--- src/rtl/noc_packet_injector_pkg.sv ---
// Noc_parameters: shared NoC constants, the flit-type encoding, the head-flit
// field layout and the injector FSM state type.
//   Noc_VC_Channel : number of virtual channels at the router local port
//   Noc_ID_X/Y_Width : widths of the node coordinate fields
//   flit_type_e    : 2-bit type carried in the top bits of every flit
//   HEAD_*_OFF     : LSB positions of the head payload fields
package Noc_parameters;

    localparam int Noc_VC_Channel = 2;
    localparam int Noc_ID_X_Width = 4;
    localparam int Noc_ID_Y_Width = 4;

    typedef enum logic [1:0] {
        FLIT_BODY      = 2'b00,
        FLIT_HEAD      = 2'b01,
        FLIT_TAIL      = 2'b10,
        FLIT_HEAD_TAIL = 2'b11
    } flit_type_e;

    // Head payload, LSB first: dst_x, dst_y, src_x, src_y, len
    localparam int HEAD_DST_X_OFF = 0;
    localparam int HEAD_DST_Y_OFF = HEAD_DST_X_OFF + Noc_ID_X_Width;
    localparam int HEAD_SRC_X_OFF = HEAD_DST_Y_OFF + Noc_ID_Y_Width;
    localparam int HEAD_SRC_Y_OFF = HEAD_SRC_X_OFF + Noc_ID_X_Width;
    localparam int HEAD_LEN_OFF   = HEAD_SRC_Y_OFF + Noc_ID_Y_Width;

    typedef enum logic [1:0] {
        IDLE = 2'b00,
        HEAD = 2'b01,
        BODY = 2'b10
    } inj_state_e;

endpackage

--- src/rtl/noc_vc_lowest_select.sv ---
// noc_vc_lowest_select: combinational priority encoder returning the lowest
// set index of i_req.
//   i_req   : request / credit vector
//   o_idx   : index of the lowest set bit (0 when none)
//   o_found : at least one bit of i_req is set
module noc_vc_lowest_select #(
    parameter int N     = 2,
    parameter int IDX_W = 1
) (
    input  logic [N-1:0]     i_req,
    output logic [IDX_W-1:0] o_idx,
    output logic             o_found
);

    // Scan from the top down so the lowest set bit is the one that sticks
    always_comb begin
        o_idx = '0;
        for (int i = N - 1; i >= 0; i--) begin
            o_idx = i_req[i] ? IDX_W'(i) : o_idx;
        end
        o_found = |i_req;
    end

endmodule

--- src/rtl/noc_packet_injector.sv ---
// noc_packet_injector: turns a packet request plus a payload word stream into
// head/body/tail flits on one virtual channel toward the router local port.
//   noc_clk, noc_rst_n          : clock, async active-low reset
//   id_x, id_y                  : own node coordinates (source of the packet)
//   req_valid/ready, req_dst_*, req_len : packet request channel
//   data_valid/ready, data      : payload words, one per body/tail flit
//   out_valid, out_vc, out_flit : flit register toward the router
//   out_ready                   : per-VC credit; transfer when out_ready[out_vc]
//   pkt_count                   : completed packets, wraps at 16 bits
module noc_packet_injector
    import Noc_parameters::*;
#(
    parameter int DATA_W   = 32,
    parameter int CHANNELS = Noc_VC_Channel,
    parameter int LEN_W    = 4
) (
    input  logic                        noc_clk,
    input  logic                        noc_rst_n,
    input  logic [Noc_ID_X_Width-1:0]   id_x,
    input  logic [Noc_ID_Y_Width-1:0]   id_y,
    input  logic                        req_valid,
    output logic                        req_ready,
    input  logic [Noc_ID_X_Width-1:0]   req_dst_x,
    input  logic [Noc_ID_Y_Width-1:0]   req_dst_y,
    input  logic [LEN_W-1:0]            req_len,
    input  logic                        data_valid,
    output logic                        data_ready,
    input  logic [DATA_W-1:0]           data,
    output logic                        out_valid,
    output logic [((CHANNELS > 1) ? $clog2(CHANNELS) : 1)-1:0] out_vc,
    output logic [DATA_W+1:0]           out_flit,
    input  logic [CHANNELS-1:0]         out_ready,
    output logic [15:0]                 pkt_count
);

    localparam int VC_W = (CHANNELS > 1) ? $clog2(CHANNELS) : 1;

    if (DATA_W < HEAD_LEN_OFF + LEN_W) begin : g_head_width_check
        $error("noc_packet_injector: DATA_W too small for the head fields");
    end

    inj_state_e                r_state, w_state_nxt;
    logic [Noc_ID_X_Width-1:0] r_dst_x, w_dst_x_nxt, r_src_x, w_src_x_nxt;
    logic [Noc_ID_Y_Width-1:0] r_dst_y, w_dst_y_nxt, r_src_y, w_src_y_nxt;
    logic [LEN_W-1:0]          r_len, w_len_nxt, r_cnt, w_cnt_nxt;
    logic [VC_W-1:0]           r_vc, w_vc_nxt, w_vc_sel;
    logic                      r_out_valid, w_out_valid_nxt;
    logic [DATA_W+1:0]         r_out_flit, w_out_flit_nxt;
    logic [15:0]               r_pkt_count, w_pkt_count_nxt;
    logic                      w_vc_found, w_xfer, w_is_last;
    logic                      w_req_ready, w_data_ready;
    logic [DATA_W-1:0]         w_head_payload;

    noc_vc_lowest_select #(
        .N     (CHANNELS),
        .IDX_W (VC_W)
    ) u_vc_select (
        .i_req   (out_ready),
        .o_idx   (w_vc_sel),
        .o_found (w_vc_found)
    );

    assign w_xfer    = r_out_valid && out_ready[r_vc];
    // Both TAIL (10) and HEAD_TAIL (11) have the upper type bit set
    assign w_is_last = r_out_flit[DATA_W+1];

    // Assemble the zero-padded head payload from the latched request
    always_comb begin
        w_head_payload = '0;
        w_head_payload[HEAD_DST_X_OFF +: Noc_ID_X_Width] = r_dst_x;
        w_head_payload[HEAD_DST_Y_OFF +: Noc_ID_Y_Width] = r_dst_y;
        w_head_payload[HEAD_SRC_X_OFF +: Noc_ID_X_Width] = r_src_x;
        w_head_payload[HEAD_SRC_Y_OFF +: Noc_ID_Y_Width] = r_src_y;
        w_head_payload[HEAD_LEN_OFF   +: LEN_W]          = r_len;
    end

    // Next-state, flit register and handshake logic
    always_comb begin
        w_state_nxt      = r_state;
        w_dst_x_nxt      = r_dst_x;
        w_dst_y_nxt      = r_dst_y;
        w_src_x_nxt      = r_src_x;
        w_src_y_nxt      = r_src_y;
        w_len_nxt        = r_len;
        w_cnt_nxt        = r_cnt;
        w_vc_nxt         = r_vc;
        w_out_valid_nxt  = r_out_valid;
        w_out_flit_nxt   = r_out_flit;
        w_pkt_count_nxt  = r_pkt_count;
        w_req_ready      = 1'b0;
        w_data_ready     = 1'b0;
        case (r_state)
            IDLE: begin
                w_req_ready = 1'b1;
                if (req_valid) begin
                    w_dst_x_nxt = req_dst_x;
                    w_dst_y_nxt = req_dst_y;
                    w_src_x_nxt = id_x;
                    w_src_y_nxt = id_y;
                    w_len_nxt   = req_len;
                    w_state_nxt = HEAD;
                end else begin
                    w_state_nxt = IDLE;
                end
            end
            HEAD: begin
                if (!r_out_valid) begin
                    // VC is chosen only once, when the head is loaded
                    if (w_vc_found) begin
                        w_vc_nxt        = w_vc_sel;
                        w_out_valid_nxt = 1'b1;
                        w_cnt_nxt       = r_len;
                        if (r_len == '0) begin
                            w_out_flit_nxt = {FLIT_HEAD_TAIL, w_head_payload};
                            w_state_nxt    = HEAD;
                        end else begin
                            w_out_flit_nxt = {FLIT_HEAD, w_head_payload};
                            w_state_nxt    = BODY;
                        end
                    end else begin
                        w_state_nxt = HEAD;
                    end
                end else if (w_xfer) begin
                    // Single-flit packet just left
                    w_out_valid_nxt = 1'b0;
                    w_pkt_count_nxt = r_pkt_count + 16'd1;
                    w_state_nxt     = IDLE;
                end else begin
                    w_state_nxt = HEAD;
                end
            end
            BODY: begin
                // A word may enter when the register is free or draining now;
                // once the tail is loaded (cnt==0) no more words are taken
                w_data_ready = (r_cnt != '0) && (!r_out_valid || w_xfer);
                if (data_valid && w_data_ready) begin
                    w_out_valid_nxt = 1'b1;
                    w_cnt_nxt       = r_cnt - LEN_W'(1);
                    if (r_cnt == LEN_W'(1)) begin
                        w_out_flit_nxt = {FLIT_TAIL, data};
                    end else begin
                        w_out_flit_nxt = {FLIT_BODY, data};
                    end
                end else if (w_xfer) begin
                    w_out_valid_nxt = 1'b0;
                    if (w_is_last) begin
                        w_pkt_count_nxt = r_pkt_count + 16'd1;
                        w_state_nxt     = IDLE;
                    end else begin
                        w_state_nxt = BODY;
                    end
                end else begin
                    w_state_nxt = BODY;
                end
            end
            default: begin
                w_state_nxt     = IDLE;
                w_out_valid_nxt = 1'b0;
            end
        endcase
    end

    // State and datapath registers
    always_ff @(posedge noc_clk or negedge noc_rst_n) begin
        if (!noc_rst_n) begin
            r_state     <= IDLE;
            r_dst_x     <= '0;
            r_dst_y     <= '0;
            r_src_x     <= '0;
            r_src_y     <= '0;
            r_len       <= '0;
            r_cnt       <= '0;
            r_vc        <= '0;
            r_out_valid <= 1'b0;
            r_out_flit  <= '0;
            r_pkt_count <= 16'd0;
        end else begin
            r_state     <= w_state_nxt;
            r_dst_x     <= w_dst_x_nxt;
            r_dst_y     <= w_dst_y_nxt;
            r_src_x     <= w_src_x_nxt;
            r_src_y     <= w_src_y_nxt;
            r_len       <= w_len_nxt;
            r_cnt       <= w_cnt_nxt;
            r_vc        <= w_vc_nxt;
            r_out_valid <= w_out_valid_nxt;
            r_out_flit  <= w_out_flit_nxt;
            r_pkt_count <= w_pkt_count_nxt;
        end
    end

    assign req_ready  = w_req_ready;
    assign data_ready = w_data_ready;
    assign out_valid  = r_out_valid;
    assign out_vc     = r_vc;
    assign out_flit   = r_out_flit;
    assign pkt_count  = r_pkt_count;

endmodule

--- config.mk ---
export PLATFORM = sky130hd
export DESIGN_NAME = noc_packet_injector
export DESIGN_NICKNAME = d
export VERILOG_FILES = /design/src/rtl/noc_packet_injector_pkg.sv /design/src/rtl/noc_vc_lowest_select.sv /design/src/rtl/noc_packet_injector.sv
export SDC_FILE = /design/constraint.sdc
export NUM_CORES = 1
export LEC_CHECK = 0
export ABC_AREA = 1
export BUFFER_PORTS_ARGS = -buffer_cell sky130_fd_sc_hd__buf_4
export CAP_MARGIN = 20
export CORE_UTILIZATION = 52
export CTS_CLUSTER_DIAMETER = 120
export CTS_CLUSTER_SIZE = 8
export DETAILED_ROUTE_END_ITERATION = 8
export PLACE_DENSITY = 0.88
export SYNTH_ARGS = -nofsm -noshare
export SYNTH_HDL_FRONTEND = slang
export SYNTH_SLANG_ARGS = --single-unit
--- constraint.sdc ---
create_clock -name noc_clk -period 6 [get_ports noc_clk]
set_clock_uncertainty 0.2 [all_clocks]
set_input_delay 1.2 -clock noc_clk [delete_from_list [all_inputs] [get_ports noc_clk]]
set_output_delay 1.2 -clock noc_clk [all_outputs]
set_load 0.01 [all_outputs]
Word level (Yosys, flattened, before mapping)
Cells that the tools add are included.
- eq/ne operators: 12
- $add $sub $neg: 2
- reductions and logical operators: 15
- multiplexer cells: 37
- $lt $le $gt $ge: 1
- bitwise logic cells: 2
- operator list (kind ; count):
    two-way mux 34 bit ; 5
    two-way mux 16 bit ; 5
    one-hot mux 34 bit (2 select lines) ; 1
    one-hot mux 16 bit (2 select lines) ; 1
    adder 16 x 1 -> 16 bit (second input constant) ; 1
    inequality test 2 bit (second input constant) ; 7
    two-way mux 1 bit ; 13
    two-way mux 2 bit ; 6
    two-way mux 4 bit ; 3
    one-hot mux 4 bit (2 select lines) ; 1
    one-hot mux 2 bit (3 select lines) ; 1
    AND reduction 6 bit ; 1
    equality test 4 x 1 -> 1 bit (second input constant) ; 1
    logical NOT 4 bit ; 1
    AND reduction 2 bit ; 2
    AND reduction 4 bit ; 1
    nonzero test 4 bit ; 1
    subtractor 4 x 1 -> 4 bit (second input constant) ; 1
    logical AND 1 bit ; 3
    inequality test 3 bit (second input constant) ; 1
    one-hot mux 1 bit (3 select lines) ; 1
    AND reduction 3 bit ; 1
    equality test 2 x 1 -> 1 bit (second input constant) ; 1
    equality test 2 bit (second input constant) ; 1
    other kinds (8) ; 9
- logic and storage cells: 80
- input bits: 58
- output and inout bits: 54
- bits in registers: 78

Longest topological paths before layout
Gate-level depths: netlist of run 1.
- word-level depth: 8
- depth in mapped cells: 11
- gate-level depth less buffers: 10

Hierarchy
A second synthesis of run 1 with hierarchy kept.
- cell total of the unflattened synthesis: 416
- area, all modules: 3963.8 sq um
- by module, submodules not included (module ; cells each ; times used ; area each (sq um)):
    noc_packet_injector ; 412 ; 1 ; 3948.8
    noc_vc_lowest_select ; 4 ; 1 ; 15.0

Least setup slack after synthesis of run 1
Ideal clock, no wire load.
- kind: input port to output port
- start: input out_ready[1]
- end: output data_ready
- required time: 4600 ps
- path buffers: 0
- stages on the path: 4
- arrival: 1581 ps
- slack: 3019 ps
- path through: nand2_1 nand3_1 nand2_1 nor2_1
- word-level cells in the longest chain between the ends: 6
- RTL lines (item ; line ; text):
    start, declared ; noc_packet_injector.sv:32 ; input logic [CHANNELS-1:0] out_ready,
    two-way mux 1 bit (not written as such) (2 in series) ; noc_packet_injector.sv:63 ; assign w_xfer = r_out_valid && out_ready[r_vc];
    logical AND 1 bit ; noc_packet_injector.sv:63 ;
    logical OR 1 bit ; noc_packet_injector.sv:135 ; w_data_ready = (r_cnt != '0) && (!r_out_valid || w_xfer);
    logical AND 1 bit ; noc_packet_injector.sv:135 ;
    two-way mux 1 bit ; noc_packet_injector.sv:92 ; case (r_state)
    end, declared ; noc_packet_injector.sv:27 ; output logic data_ready,
Every way passes these cells. The select of a mux whose other input is x is not followed.

Worst setup path after layout of run 1
- start: register r_state[0]
- end: output data_ready
- word-level cells in the longest chain between the ends: 2
- RTL lines (item ; line ; text):
    start, declared ; noc_packet_injector.sv:42 ; inj_state_e r_state, w_state_nxt;
    start signal, assigned ; noc_packet_injector.sv:178 ; r_state <= w_state_nxt;
    equality test 2 bit ; noc_packet_injector.sv:92 ;
    two-way mux 1 bit ; noc_packet_injector.sv:92 ;
Every way passes these cells.

==> results of run 1 <==
==> per-stage QoR <==
step | hold slack (ps) | std cells | power [mW]
4_1_cts | 293 | 635 | 2.39
3_5_place_dp | 275 | 620 | 1.96
6_report | 289 | 636 | 2.40
3_3_place_gp | 263 | 620 | 1.90
5_1_grt | 298 | 636 | 2.57
2_1_floorplan | 249 | 429 | 1.59
==> cell usage after synthesis <==
library cell    n
nor3_1          3
mux2i_1        16
clkbuf_1        5
o22ai_1         1
nand4_1         4
nand3_1        20
a21oi_4         1
buf_6           3
nor2_4          1
o21ai_1         5
nand2_1       140
or2_4           1
a21oi_1        10
dfrtp_1        78
xor2_1          5
inv_1          31
buf_2           8
nand3_4         1
xnor2_1         7
inv_2           1
o21ai_0        39
mux2_2         16
nor2_1         25
or2_2           1
ha_1            7
==> power by group <==
part,total (mW),switching (mW),internal (mW)
Sequential,0.864,0.127,0.737
Combinational,1.10,0.623,0.482
Clock,0.431,0.200,0.232
Total,2.40,0.949,1.45
==> state kept, by name, summed over array words and instances (netlist names) <==
signal     flops
out_flit      34
r_src_y        4
out_valid      1
r_dst_x        4
r_cnt          4
r_state        2
r_len          4
out_vc         1
r_src_x        4
r_dst_y        4
pkt_count     16
==> critical path: cells and delay by family (launching register included) <==
kind                     cells  cell delay (ps)
buffers and inverters        3              490
flip-flops                   1              410
adder cells (fa/ha/maj)      1              900
AND/OR/NAND/NOR              1              240
==> metal layers <==
metal,vias up,routed length [um],global-route usage (%)
li1,1592,-,-
met1,1525,3570,28.5
met2,133,4160,39.1
met3,19,686,6.82
met4,0,180,12.4
met5,-,0,0
==> path summary, 6_finish.rpt <==
kind,start,cells after the start,slack (ps),endpoint
max in group asynchronous,noc_rst_n,1,4180,pkt_count[14]$_DFFE_PN0P_
hold reg to reg,out_flit[26]$_DFFE_PN0P_,2,290,out_flit[26]$_DFFE_PN0P_
hold / removal,out_flit[26]$_DFFE_PN0P_,2,290,out_flit[26]$_DFFE_PN0P_
setup reg to reg,r_state[0]$_DFFE_PN0P_,9,3140,r_cnt[3]$_DFFE_PN0P_
min in group asynchronous,noc_rst_n,1,790,pkt_count[4]$_DFFE_PN0P_
setup / recovery,r_state[0]$_DFFE_PN0P_,5,2200,data_ready
==> layout by cell type, fill, tap and decap left out, drive strengths merged <==
cell / Yosys / routed
mux2i: 16 / 16
dfrtp: 78 / 78
or2: 2 / 2
xor2: 5 / 5
o21ai: 44 / 44
xnor2: 7 / 7
mux2: 16 / 16
buf: 11 / 112
nand4: 4 / 4
nand2: 140 / 140
nor2: 26 / 26
o22ai: 1 / 1
clkbuf: 5 / 9
inv: 32 / 32
bufinv: 0 / 2
clkinv: 0 / 4
ha: 7 / 7
nand3: 21 / 21
nor3: 3 / 3
a21oi: 11 / 11
==> logic make-up after synthesis <==
family                   share of synthesized area (%)
AO/OA/AOI/OAI                                     7.72
XOR/XNOR                                          2.77
adder cells (fa/ha/maj)                           2.31
buffers and inverters                             5.61
flip-flops                                        51.5
multiplexers                                      8.97
AND/OR/NAND/NOR                                   21.2
==> area by class of cell <==
type | instances | area share (%)
sequential | 78 | 39.9
multi-input combinational | 303 | 33.4
timing repair buffer | 112 | 17.4
clock buffer | 9 | 2.53
inverter | 32 | 2.46
tap | 96 | 2.46
clock inverter | 6 | 1.79
==> impl_results.md, run 1 <==
- Status: complete, no violations
- Startpoint types: register
- Die area: 7640 um^2
- I/O Buffers: 111
- Worst path required time: 4600 ps
- Core ar.: 6910 um^2
- Gr ovfl total: 0
- Final Instance Area: a little under 5000 um^2
- Worst slew pin tran: 1070 ps
- CTS root buffer: clkbuf_8
- TritonCTS clock tree: yes
- Max cap viols: 0
- CP Capture Type: output port
- Synth top area share: 51.5%
- Via count: 3269
- Post-CTS repair timing setup buffer count: 0
- Row Count: 30
- Register Area: between 1500 and 2000 um^2
- First drt pass iteration count: 5
- Power Density: 491 nW/um^2
- Die H: 87.4 um
- CTS clk-pin slew, worst paths: 80 ps
- Maximum vdd drop: 242 uV
- Finished Core Util: 70.8%
- Pleak: 2.52 nW
- I/O pin cnt: 112
- Largest net degree at the start of global routing: 79
- WL/cell: 13.5 um
- Final Wtd Congestion: 0.878
- Area of the multi-input gates: roughly 1600 um^2
- FILL cells: around 540
- Pre-CTS WS: ~2600 ps
- Die W: 87.4 um
- Period utilization: 63.4%
- Final Hold Vio Count: 0
- CTS buffer count: 9
- Fin worst setup slack: 2200 ps
- Highest Clock Rate: 263 MHz
- Largest area contributor in the netlist: dfrtp_1
- Slew margin rel.: roughly 28%
- Fin crit period: 3800 ps
- First-pass GRT wire length: 13900 um
- Average size of a mapped cell: 8.84 um^2
- Arr. time, crit path: 2400 ps
- RSZ-0062 raised after global routing: no
- CP Class: reg -> out
- Area contributors post-synth: dfrtp_1 51%, nand2_1 14%, o21ai_0 5.1%
- Cell Area, Synth: 3790 um^2
- CTS Hold Bufs: 0
- Total clock sinks: 78
- Critical path cell sequence: inv_1 > ha_2 > inv_1 > nor2_1 > buf_4
- Initial Util: a little over half
- Most used cell, CP: inv_1
- Vias in the first global route: 3101
- Mapped Cells: roughly 430
- GRT Util Overall: 23.8%
- Initial antenna violation count: 0
- H-tree levels: 3
- Max FO, Critical Path: 47
- Post-DRT Antenna Nets: 0
- Netlist cell types: 25
- Remaining DRCs: 0
- Ant. Diodes: 0
- DRT iter0 DRCs: between 150 and 200
- Net Count, Synth: 494
- Setup violators final: 0
- Hpwl dp: 5940 um
- Placement-stage cell area: 4660 um^2
- Worst stage delay on the critical path: 900 ps
- Slew Viols, Final: 0
- Routed wire length: 8600 um
- CP max stage cell: ha_2
- Post-synthesis register bit count: 78
- Layout area overhead: 28.9%
- Setup TNS: 0 ps
- Sequential element share of the synthesized area: 51.5%
- Post-cts resize count: 0
- Fraction of layout cells with a size suffix above 1: 28.0%
- Clk Latency, worst-skew pair: 350 ps
- Worst hold path type: reg -> reg
- Nets: 601
- Vias per Instance: 5.14
- Synth warn: 0
- Clock Tree Buf Depth: 2
(Power assumes the default switching activity.)
==> run 2, diff against run 1 <==
- ABC_AREA: 1 -> 0
- CORE_UTILIZATION: 52 -> 47
- PLACE_DENSITY: 0.88 -> 0.84
- clock period: 6 -> 3.1 ns (I/O delays scaled with it)
==> impl_results.md, run 2 <==
- Placement-stage cell area: 4790 um^2
- First-pass GRT wire length: 14200 um
- Setup TNS: 0 ps
- Startpoint types: register
- Synth top area share: between 50% and 60%
- Worst path required time: 2280 ps
- CP max stage cell: dfrtp_1
- Slew Viols, Final: 0
- Final Instance Area: 5030 um^2
- Via count: roughly 2.8k
- Worst stage delay on the critical path: 420 ps
- Finished Core Util: about 64%
- Gr ovfl total: 0
- Die area: 8600 um^2
- Clk Latency, worst-skew pair: 350 ps
- Fin crit period: 2970 ps
- Hpwl dp: 6150 um
- TritonCTS clock tree: yes
- Period utilization: 95.8%
- FFs w/ async S/R, synth: 100%
- Max FO, Critical Path: 33
- Initial antenna violation count: 0
- Post-DRT Antenna Nets: 0
- Layout area overhead: 30.1%
- Critical path cell sequence: inv_1 > ha_2 > buf_4 > inv_1 > a211oi_1 > buf_4
- Die W: 92.7 um
- Post-CTS repair timing setup buffer count: 0
- Setup violators final: 0
- CTS clk-pin slew, worst paths: 90 ps
- Post-synthesis register bit count: 78
- Nets: around 500
- Row Count: 32
- Maximum vdd drop: 526 uV
- Overall power: approximately 4.9 mW
- Status: finished with violations
- Slew margin rel.: 47.0%
- CTS root buffer: clkbuf_8
- CP Class: reg -> out
- CTS buffer count: 9
- Max cap viols: 0
- First drt pass iteration count: 4
- Vias in the first global route: 2916
- Routed wire length: 8710 um
- Post-synth EDFFs: 0
- Top cell types by occurrence after synthesis: 78 x dfrtp_1, 47 x mux2_2, 24 x inv_1, 24 x nand2_1, 16 x mux2i_1
- Post-cts resize count: 0
- Arr. time, crit path: approximately 2200 ps
- Final Wtd Congestion: around 0.84
- Cell class contributing the biggest share of worst-path delay: buffers and inverters
- Initial Util: 49.3%
- Hold WS: -18.8 ps
- WL/cell: 16.2 um
- Ant. Diodes: 0
- Fraction of layout cells with a size suffix above 1: 46.4%
- Finished Layout Cells: around 540
- Final Hold Vio Count: 27
- Clock Tree Buf Depth: 2
- Sequential element share of the synthesized area: 50.4%
- Pleak: 2.41 nW
- GRT Util Overall: 21.5%
- Count leader, synth: dfrtp_1
- Net Count, Synth: 380
- Remaining DRCs: 0
- Worst slew pin tran: between 700 and 800 ps
- Average size of a mapped cell: 12.3 um^2
- CP Capture Type: output port
- Netlist cell types: 48
- Worst hold path type: in -> async
- H-tree levels: 3
- Largest area contributor in the netlist: dfrtp_1
- Largest net degree at the start of global routing: 79
- RSZ-0062 raised after global routing: no
- Critical path buffer and inverter count: 4
- Die H: just over 90 um
- CTS Hold Bufs: 0
- Total clock sinks: 78
- Max FFs per register: 34
- Most common cell after layout, fill and taps aside: buf_4
- Cell Area, Synth: between 3000 and 4000 um^2
- Power Density: slightly below 1000 nW/um^2
- Mapped Cells: approximately 320
- I/O Buffers: 111
- Synth warn: 0
- I/O pin cnt: 112
- Highest Clock Rate: 337 MHz
- Vias per Instance: around 5.3
- Failing checks: negative hold slack
- Main synth FF type: dfrtp_1
- Dpl cells: 520
- Area contributors post-synth: dfrtp_1 50%, mux2_2 14%, mux2_4 5.8%
- DRT iter0 DRCs: 124
- Core ar.: 7850 um^2
- Most frequent cells in the layout: 116 x buf_4, 78 x dfrtp_1, 47 x mux2_2
[run 2: metal layers]
layer / GRT usage (%) / share of wire (%) / wire length [um] / up-vias
met5: 0 / 0 / 0 / -
li1: - / - / - / 1338
met3: 4.02 / 5.3 / 458 / 18
met2: 36.9 / 51 / 4460 / 106
met1: 26.2 / 41 / 3580 / 1387
met4: 9.62 / 2.4 / 205 / 0
[run 2: metrics by stage]
step                hold slack [ps]  setup slack (ps)
floorplan                       124               867
CTS                             257               129
global route                  0.699              26.9
global placement                257               285
detailed placement              267               236
finish                        -18.8               129
[run 2: worst paths after layout]
| check | start | end | slack [ps] | cells past startpoint |
|---|---|---|---|---|
| worst min register to register | pkt_count[15]$_DFFE_PN0P_ | pkt_count[15]$_DFFE_PN0P_ | 270 | 1 |
| worst max register to register | r_cnt[0]$_DFFE_PN0P_ | out_flit[3]$_DFFE_PN0P_ | 240 | 7 |
| worst min-delay path | noc_rst_n | out_flit[23]$_DFFE_PN0P_ | -20 | 1 |
| max in group asynchronous | noc_rst_n | pkt_count[1]$_DFFE_PN0P_ | 2140 | 2 |
| min in group noc_clk | pkt_count[15]$_DFFE_PN0P_ | pkt_count[15]$_DFFE_PN0P_ | 270 | 1 |
| worst max-delay path | r_state[0]$_DFFE_PN0P_ | data_ready | 130 | 6 |
[run 2: report_power, final]
group          switching, mW  internal (mW)  total (mW)
combinational           1.00           1.26        2.26
sequential             0.295           1.44        1.73
clock                  0.401          0.461       0.862
total                   1.70           3.16        4.86
[run 2: kinds of logic after synthesis]
logic type / share of synthesized area, %
XOR/XNOR: 3.39
adder cells (fa/ha/maj): 2.26
flip-flops: 50.4
AO/OA/AOI/OAI: 7.02
AND/OR/NAND/NOR: 8.37
buffers and inverters: 4.53
multiplexers: 24.0
[run 2: layout make-up]
type                    count  area (um^2)
clock buffers              10          128
clock inverters             6         93.8
fillers                   629         2810
inverters                  24         90.1
multi-input cells         200         1750
flip-flops and latches     78         1950
well taps                 102          128
repair buffers            117          898
==> run 3, diff against run 2 <==
- CORE_MARGIN: unset -> 4
- SKIP_CTS_REPAIR_TIMING: unset -> 1
==> impl_results.md, run 3 (synthesized netlist as in run 2, its figures left out) <==
- Status: complete, no violations
- Met2 wire len: 4550 um
- Setup TNS: 0 ps
- Worst slew pin tran: 630 ps
- Initial Util: between 40% and 50%
- Switching part of the total power: 34.2%
- Gr ovfl total: 0
- Initial antenna violation count: 0
- DRT iter0 DRCs: 101
- Highest metal used: met4
- Via count: 2835
- Clk Latency, worst-skew pair: 350 ps
- Worst hold path type: reg -> reg
- Nets: 494
- H-tree levels: 3
- TritonCTS clock tree: yes
- CTS clk-pin slew, worst paths: 80 ps
- First-pass GRT wire length: 14500 um
- Hpwl dp: 6440 um
- Routed wire length: 8820 um
- RSZ-0062 raised after global routing: no
- FILL cells: 607
- Clock Tree Buf Depth: 2
- Vias per Instance: ~5.3
- Reg power frac: 35.9%
- WL/cell: approximately 16 um
- CTS root buffer: clkbuf_8
- Critical path depth in cells: 5
- CTS buffer count: 9
- Most used cell, CP: inv_1
- Die area: a little under 10000 um^2
- Area of the multi-input gates: roughly 1700 um^2
- CP Capture Type: output port
- Fin crit period: 2820 ps
- Vias in the first global route: 2963
- Maximum vdd drop: ~500 uV
- I/O pin cnt: between 100 and 150
- Cell class contributing the biggest share of worst-path delay: buffers and inverters
- Row Count: 32
- Worst stage delay on the critical path: 490 ps
- First drt pass iteration count: 6
- Setup violators final: 0
- Startpoint types: register
- Die H: 98.7 um
- Final Wtd Congestion: 0.866
- Layout area overhead: 30.6%
- Routed wl met3: around 420 um
- NetSw: around 1.7 mW
- Hold depth: 1
- Logic gate share of total power: a little under half
- Total clock sinks: 78
- R2R cell count: 6
- CP Class: reg -> out
- Fraction of layout cells with a size suffix above 1: approximately 46%
- Slew Viols, Final: 0
- Final Hold Vio Count: 0
- Critical path buffer and inverter count: 3
- CP max stage cell: ha_2
- GRT Util Overall: 18.6%
- Ant. Diodes: 0
- Slew margin rel.: approximately 58%
- Power Density: 963 nW/um^2
- Max FO, Critical Path: 17
- Register Area: around 2000 um^2
- Max FFs per register: 34
- Arr. time, crit path: 2000 ps
- Met1 WL: roughly 3700 um
- Die W: 98.7 um
- Core ar.: 7850 um^2
- Largest net degree at the start of global routing: 79
- Pleak: 2.42 nW
- Highest Clock Rate: 354 MHz
- Hold WS: 286 ps
- P_int: about 3.2 mW
- Period utilization: just over 90%
- Max cap viols: 0
- Post-DRT Antenna Nets: 0
- Most frequent cells in the layout: 113 x buf_4, 78 x dfrtp_1, 47 x mux2_2
- Most common cell after layout, fill and taps aside: buf_4
- Clock group share of total power: roughly 18%
- Critical path cell sequence: inv_1 > ha_2 > inv_1 > a211oi_1 > buf_4
- Remaining DRCs: 0
- Worst path required time: approximately 2300 ps
- I/O Buffers: about 110
-- run 3: cell types whose count changed in the layout (fill, tap and decap cells not counted), sizes merged --
| cell | delta |
|---|---|
| clkinv | +1 |
| buf | -2 |
| inv | -2 |
| dlygate4sd3 | +1 |
| clkbuf | +1 |
-- run 3: final cells by class --
cell class	count	area share [%]
sequential	78	38.6
multi-input combinational	200	34.5
clock inverter	5	1.61
inverter	24	1.78
timing repair buffer	116	17.9
clock buffer	11	3.00
tap	102	2.53
-- run 3: stage by stage --
| step | cells | total power, mW | utilization, % | worst slack (ps) | instance area (um^2) |
|---|---|---|---|---|---|
| floorplan | 315 | 3.26 | - | 867 | 3870 |
| global placement | 518 | 3.94 | 61.0 | 622 | 4780 |
| detailed placement | 518 | 4.02 | 61.0 | 529 | 4780 |
| CTS | 534 | 4.91 | 63.9 | 275 | 5020 |
| global route | 536 | 5.19 | 64.4 | 116 | 5050 |
| finish | 536 | 4.87 | 64.4 | 277 | 5050 |
-- run 3: final timing paths --
| check | start | end | slack, ps |
|---|---|---|---|
| worst min register to register | pkt_count[15]$_DFFE_PN0P_ | pkt_count[15]$_DFFE_PN0P_ | 290 |
| worst max-delay path | r_state[0]$_DFFE_PN0P_ | data_ready | 280 |
| worst min-delay path | pkt_count[15]$_DFFE_PN0P_ | pkt_count[15]$_DFFE_PN0P_ | 290 |
| max in group asynchronous | noc_rst_n | r_src_x[3]$_DFFE_PN0N_ | 1710 |
| worst max register to register | r_state[0]$_DFFE_PN0P_ | out_flit[3]$_DFFE_PN0P_ | 530 |
| min in group asynchronous | noc_rst_n | out_flit[24]$_DFFE_PN0P_ | 420 |
-- run 3: per-layer routing --
metal	up-vias	GRT usage [%]
li1	1337	-
met1	1413	23.7
met2	72	30.3
met3	13	4.46
met4	0	7.98
met5	-	0
-- run 3: worst reg2reg max path, cell delays in order, from the launching register on --
cell and delay [ps]:
dfrtp_1 420, inv_1 100, ha_2 490, mux2i_2 210
a21oi_4 400, buf_12 280, mux2_2 370
-- run 3: power groups by stage --
stage | logic (mW) | registers [mW] | clock network [mW]
after CTS | 2.27 | 1.75 | 0.888
after global placement | 2.19 | 1.75 | 0
after floorplan | 1.47 | 1.79 | 0
after detailed placement | 2.27 | 1.76 | 0
final | 2.25 | 1.75 | 0.874
after global routing | 2.45 | 1.80 | 0.943
